File: config.mk
export PLATFORM = sky130hd
export DESIGN_NAME = instr_prefetch_queue
export DESIGN_NICKNAME = d
export VERILOG_FILES = /design/src/rtl/instr_prefetch_queue.sv
export SDC_FILE = /design/constraint.sdc
export NUM_CORES = 1
export LEC_CHECK = 0
export ABC_AREA = 1
export CAP_MARGIN = 10
export CORE_ASPECT_RATIO = 1.5
export CORE_MARGIN = 1.5
export CORE_UTILIZATION = 53
export CTS_BUF_LIST = sky130_fd_sc_hd__clkbuf_8
export CTS_CLUSTER_DIAMETER = 30
export DETAILED_ROUTE_END_ITERATION = 10
export PLACE_DENSITY = 0.78
export SLEW_MARGIN = 20
export SYNTH_ARGS = -nofsm -noshare
export SYNTH_HDL_FRONTEND = slang
export SYNTH_SLANG_ARGS = --single-unit
File: constraint.sdc
create_clock -name clk -period 1.85 [get_ports clk]
set_input_delay 0.185 -clock clk [delete_from_list [all_inputs] [get_ports clk]]
set_output_delay 0.185 -clock clk [all_outputs]
set_load 0.01 [all_outputs]
File: src/rtl/instr_prefetch_queue.sv
// Sequential instruction prefetcher: req/gnt+rvalid fetch port feeding a DEPTH-entry FIFO presented to the core.
// Latency: a response is visible on o_instr the cycle after rvalid (no bypass); first request one cycle after reset release.
// Backpressure: requests stop while fifo_count + outstanding == DEPTH; a redirect drops the FIFO and stale in-flight responses.
module instr_prefetch_queue #(
  parameter int          DEPTH    = 4,
  parameter logic [31:0] RESET_PC = 32'h0000_0000
) (
  input  logic        clk,
  input  logic        i_reset_n,
  output logic        o_mem_req,
  output logic [31:0] o_mem_addr,
  input  logic        i_mem_gnt,
  input  logic        i_mem_rvalid,
  input  logic [31:0] i_mem_rdata,
  output logic [31:0] o_instr,
  output logic [31:0] o_instr_pc,
  output logic        o_instr_valid,
  input  logic        i_instr_ready,
  input  logic        i_redirect,
  input  logic [31:0] i_redirect_pc
);

  localparam int AW = $clog2(DEPTH);
  localparam logic [AW:0]   CNT_ONE = (AW+1)'(1);
  localparam logic [AW-1:0] PTR_ONE = AW'(1);

  typedef enum logic [0:0] {FETCH = 1'b0, FLUSH = 1'b1} state_t;

  state_t        state, state_nxt;
  logic          run;
  logic [31:0]   fetch_pc, resp_pc, redirect_word_pc;
  logic [AW:0]   count, outstanding, outstanding_nxt, discard, discard_nxt;
  logic [AW-1:0] wr_ptr, rd_ptr;
  logic [31:0]   data_q [DEPTH];
  logic [31:0]   pc_q   [DEPTH];
  logic          credit_ok, grant, enq, deq;

  assign redirect_word_pc = i_redirect_pc & 32'hFFFF_FFFC;
  assign credit_ok        = ({1'b0, count} + {1'b0, outstanding}) < (AW+2)'(DEPTH);
  assign o_mem_addr       = fetch_pc;
  assign o_instr          = data_q[rd_ptr];
  assign o_instr_pc       = pc_q[rd_ptr];
  assign o_instr_valid    = (count != '0);

  // Next state, request gating and discard tracking; a same-cycle rvalid counts as returned on redirect.
  always_comb begin
    state_nxt       = state;
    discard_nxt     = discard;
    outstanding_nxt = outstanding;
    o_mem_req       = (state == FETCH) && run && credit_ok && !i_redirect;
    grant           = o_mem_req && i_mem_gnt;
    enq             = i_mem_rvalid && (state == FETCH) && !i_redirect;
    deq             = o_instr_valid && i_instr_ready && !i_redirect;
    if (grant && !i_mem_rvalid) begin
      outstanding_nxt = outstanding + CNT_ONE;
    end else if (!grant && i_mem_rvalid) begin
      outstanding_nxt = outstanding - CNT_ONE;
    end
    if (i_redirect) begin
      discard_nxt = outstanding_nxt;
      state_nxt   = (outstanding_nxt != '0) ? FLUSH : FETCH;
    end else if (state == FLUSH) begin
      if (i_mem_rvalid) begin
        discard_nxt = discard - CNT_ONE;
      end
      if (discard_nxt == '0) begin
        state_nxt = FETCH;
      end
    end
  end

  // State register; run holds requests off until the first edge after reset release.
  always_ff @(posedge clk or negedge i_reset_n) begin
    if (!i_reset_n) begin
      state <= FETCH;
      run   <= 1'b0;
    end else begin
      state <= state_nxt;
      run   <= 1'b1;
    end
  end

  // Fetch/response PCs and credit counters.
  always_ff @(posedge clk or negedge i_reset_n) begin
    if (!i_reset_n) begin
      fetch_pc    <= RESET_PC;
      resp_pc     <= RESET_PC;
      outstanding <= '0;
      discard     <= '0;
    end else begin
      outstanding <= outstanding_nxt;
      discard     <= discard_nxt;
      if (i_redirect) begin
        fetch_pc <= redirect_word_pc;
        resp_pc  <= redirect_word_pc;
      end else begin
        if (grant) fetch_pc <= fetch_pc + 32'd4;
        if (enq)   resp_pc  <= resp_pc + 32'd4;
      end
    end
  end

  // Instruction FIFO; a redirect empties it and overrides any same-cycle dequeue.
  always_ff @(posedge clk or negedge i_reset_n) begin
    if (!i_reset_n) begin
      wr_ptr <= '0;
      rd_ptr <= '0;
      count  <= '0;
      for (int i = 0; i < DEPTH; i++) begin
        data_q[i] <= '0;
        pc_q[i]   <= '0;
      end
    end else if (i_redirect) begin
      wr_ptr <= '0;
      rd_ptr <= '0;
      count  <= '0;
    end else begin
      if (enq) begin
        data_q[wr_ptr] <= i_mem_rdata;
        pc_q[wr_ptr]   <= resp_pc;
        wr_ptr         <= wr_ptr + PTR_ONE;
      end
      if (deq) rd_ptr <= rd_ptr + PTR_ONE;
      if (enq && !deq)      count <= count + CNT_ONE;
      else if (!enq && deq) count <= count - CNT_ONE;
    end
  end

endmodule
==> results.md <==
- Gate count of the mapped netlist: 1,873
- H-tree levels: 2
- Layout Utilization: 0.677
- Class of the worst hold path: input port to asynchronous set/reset pin
- Share of the clock period used by the worst path: 1.18
- DRC violations left: 0
- CTS tree: yes
- Total of flip-flops plus latches after synthesis: 323
- Fraction of layout cells with a size suffix above 1: 0.179
- Critical Path RT: 1.66 ns
- Top library cells by usage in the layout, fill and taps aside: nand2_1 (447), dfrtp_1 (311), o21ai_0 (284), nor2_1 (162), inv_1 (128)
- Number of vias in the routed layout: 14,181
- Detailed-route wire length: 43,600 microns
- Max-slew violation total from the final report: 0
- Hold violation count in the final report: 0
- Power density over cell area: 1290 mW/mm^2
- Effective utilization at floorplan: 0.535
- Max Cap Violations: 0
- DIE HEIGHT: 214 microns
- Number of endpoints failing setup at the final stage: 63
- CTS sink cnt: 323
- Flop2flop setup slack: 0.09 ns
- Depth of the worst register-to-register path: 10
- Highest net fanout along the worst path: 7
- Cell taking the most area after synthesis: dfrtp_1
- Worst-case clock skew: 0.0234 ns
- Antenna Diode Count: 0
- Critical path startpoint: rd_ptr[0]
- Antenna violations before repair: 0
- Remaining antenna violation count after routing: 0
- Total number of nets in the final design: 2,170
- Number of detailed-route iterations in the first pass: 5
- Post-Synthesis Mean Instance Area: 8.37 sq um
- Global router's overall resource usage: 0.284
- Number of buffers inserted during clock tree synthesis: 53
- Capturing instance or port of the critical path: o_instr_pc[15]
- R2R Path End: o_mem_addr[10]
- Avg Vias per Cell: 5.62
- Most frequent standard cell in the layout excluding fill and tap cells: nand2_1
- Violated checks: negative setup slack
- Count of flip-flops with a built-in enable after synthesis: 0
- Unrepaired setup endpoints after global routing: true
- Pin count of the biggest net entering global routing: 69
- Yosys top cell area share: 0.515
- Clock Pin Slew Worst Setup and Hold Paths: 0.06 ns
- Final GP Congestion: 0.973
- Number of primary I/O pins: 168
- Die X: 143 microns
- Max Freq: 460 MHz
- Cell leakage power: 9.28 nW
- CTS Buffer Depth: 3
- Cell area after synthesis: 0.0157 sq mm
- Core Footprint: 0.0293 sq mm
- Most area-consuming cells after synthesis: dfrtp_1 (52%), o21ai_0 (11%), nand2_1 (11%)
- Type of origin of the critical path: flip-flop
- Cell Rows: 77
- Total die area: 0.0306 sq mm
- YS warnings: 0
- Fillcell total: 2,406
- Top_reg_cell synth: dfrtp_1
- Cell chosen for the clock root: clkbuf_8
- Worst flop-to-flop path startpoint: outstanding[1]
- Clock insertion delay at the later pin of the skew report: 0.59 ns
- Smallest setup slack after layout: -0.326 ns
- Fraction of registers with async set/reset: 1.00
- Share of synthesized area occupied by flip-flops and latches: 0.515
- Routed length per instance: 17.3 microns
- Outcome: finished, violations left
- Data arrival time of the worst path: 1.99 ns
- Number of global-route vias before repair: 14,231
- Gr ovfl total: 0
- Wire length of the first global-routing pass: 69,400 microns
- Tot Pwr: 25.6 mW
- Critical path class: flip-flop to output port
- Number of distinct library cell variants in the gate-level netlist after synthesis: 44
- Max rail drop VDD: 0.580 mV
- Final HPWL from detailed placement: 28,200 microns
- Period minus WS final: 2.18 ns
- Number of DRC violations after detailed-routing iteration 0: 1,117
- Capturing element type of the critical path: output port
- Area overhead of the layout relative to synthesis: 26.4%
- Number of port buffers: 161
worst min path at each step:
| stage | start | end | slack [ns] |
|---|---|---|---|
| floorplan | i_reset_n | count[0] | -0.11 |
| global placement | i_reset_n | data_q[40] | 0.13 |
| detailed placement | i_reset_n | data_q[40] | 0.14 |
| CTS | i_reset_n | data_q[37] | 0.11 |
| global route | i_reset_n | data_q[104] | 0.15 |
| finish | i_reset_n | data_q[104] | 0.11 |
routing by layer:
layer,vias up,global-route usage,routed length [microns],share of wire
met3,120,0.0438,2680,0.061
met1,6876,0.333,16800,0.39
li1,6639,-,-,-
met4,0,0.121,1550,0.036
met2,546,0.514,22600,0.52
met5,-,0,0,0
stage by stage:
stage / cell area, sq um / hold WS, ns / worst slack (ns) / instances / setup TNS [ns]
2_1_floorplan: 15700 / -0.111 / 0.135 / 1876 / 0
3_5_place_dp: 18200 / 0.139 / -0.168 / 2409 / -3.63
5_1_grt: 19800 / 0.155 / -0.361 / 2524 / -18.17
3_3_place_gp: 18200 / 0.135 / -0.149 / 2409 / -2.03
6_report: 19800 / 0.106 / -0.326 / 2524 / -14.66
4_1_cts: 19400 / 0.110 / -0.364 / 2509 / -15.90
critical path, stage by stage, from the launching register on:
cell and delay (ns):
dfrtp_4 0.57, buf_6 0.16, clkbuf_16 0.15, buf_8 0.12, o21ai_2 0.12, o22ai_2 0.12
buf_6 0.15
Yosys cell counts (2+ instances only):
| cell type | number |
|---|---|
| a21oi_1 | 6 |
| a22oi_1 | 3 |
| a31oi_1 | 3 |
| buf_2 | 19 |
| buf_4 | 4 |
| buf_6 | 30 |
| clkbuf_1 | 59 |
| conb_1 | 2 |
| dfrtp_1 | 323 |
| ha_1 | 11 |
| inv_1 | 118 |
| inv_2 | 6 |
| nand2_1 | 451 |
| nand2_2 | 3 |
| nand2_4 | 5 |
| nand3_1 | 48 |
| nand3_2 | 4 |
| nand3_4 | 2 |
| nand3b_1 | 2 |
| nand4_1 | 15 |
| nor2_1 | 180 |
| nor2_2 | 8 |
| nor2_4 | 3 |
| nor3_1 | 19 |
| nor3_2 | 8 |
| nor3b_1 | 3 |
| o211ai_1 | 16 |
| o21ai_0 | 355 |
| o21ai_1 | 32 |
| o221ai_1 | 14 |
| o22ai_1 | 66 |
| xnor2_1 | 7 |
| xor2_1 | 37 |
repair_timing:
action | in CTS | in global routing
cloned | 2 | 6
pin swaps | 11 | 16
hold buffers | 1 | 0
setup endpoints to repair | 67 | 93
setup buffers | 1 | 10
resized for setup | 342 | 111
hold endpoints to repair | 323 | 0
sequential cells by signal, indices dropped and copies added (netlist names), 3 cells and up:
signal,count
count,3
pc_q,120
o_mem_addr,30
resp_pc,30
data_q,128
discard,3
outstanding,3
cell type report:
| class | count | area [sq um] | share of cell area |
|---|---|---|---|
| Clock inverter | 31 | 299 | 0.0151 |
| Timing Repair inverter | 1 | 8.76 | 0.000442 |
| Inverter | 126 | 492 | 0.0248 |
| Clock buffer | 65 | 895 | 0.0451 |
| Tap cell | 395 | 494 | 0.0249 |
| Multi-Input combinational cell | 1314 | 6760 | 0.341 |
| Sequential cell | 323 | 8100 | 0.409 |
| Timing Repair Buffer | 269 | 2770 | 0.140 |
kinds of logic after synthesis:
family / Yosys count / share of synthesized area
adder cells (fa/ha/maj): 12 / 0.0101
flip-flops: 323 / 0.515
other: 2 / 0.000479
AND/OR/NAND/NOR: 755 / 0.204
XOR/XNOR: 44 / 0.0246
AO/OA/AOI/OAI: 498 / 0.172
buffers and inverters: 239 / 0.0742
power breakdown:
part           switching (mW)  internal, mW  leakage (nW)
Clock                    2.87          4.02         0.665
Sequential               1.19          8.80          4.24
Combinational            4.89          3.83          4.37
(Power assumes the default switching activity.)
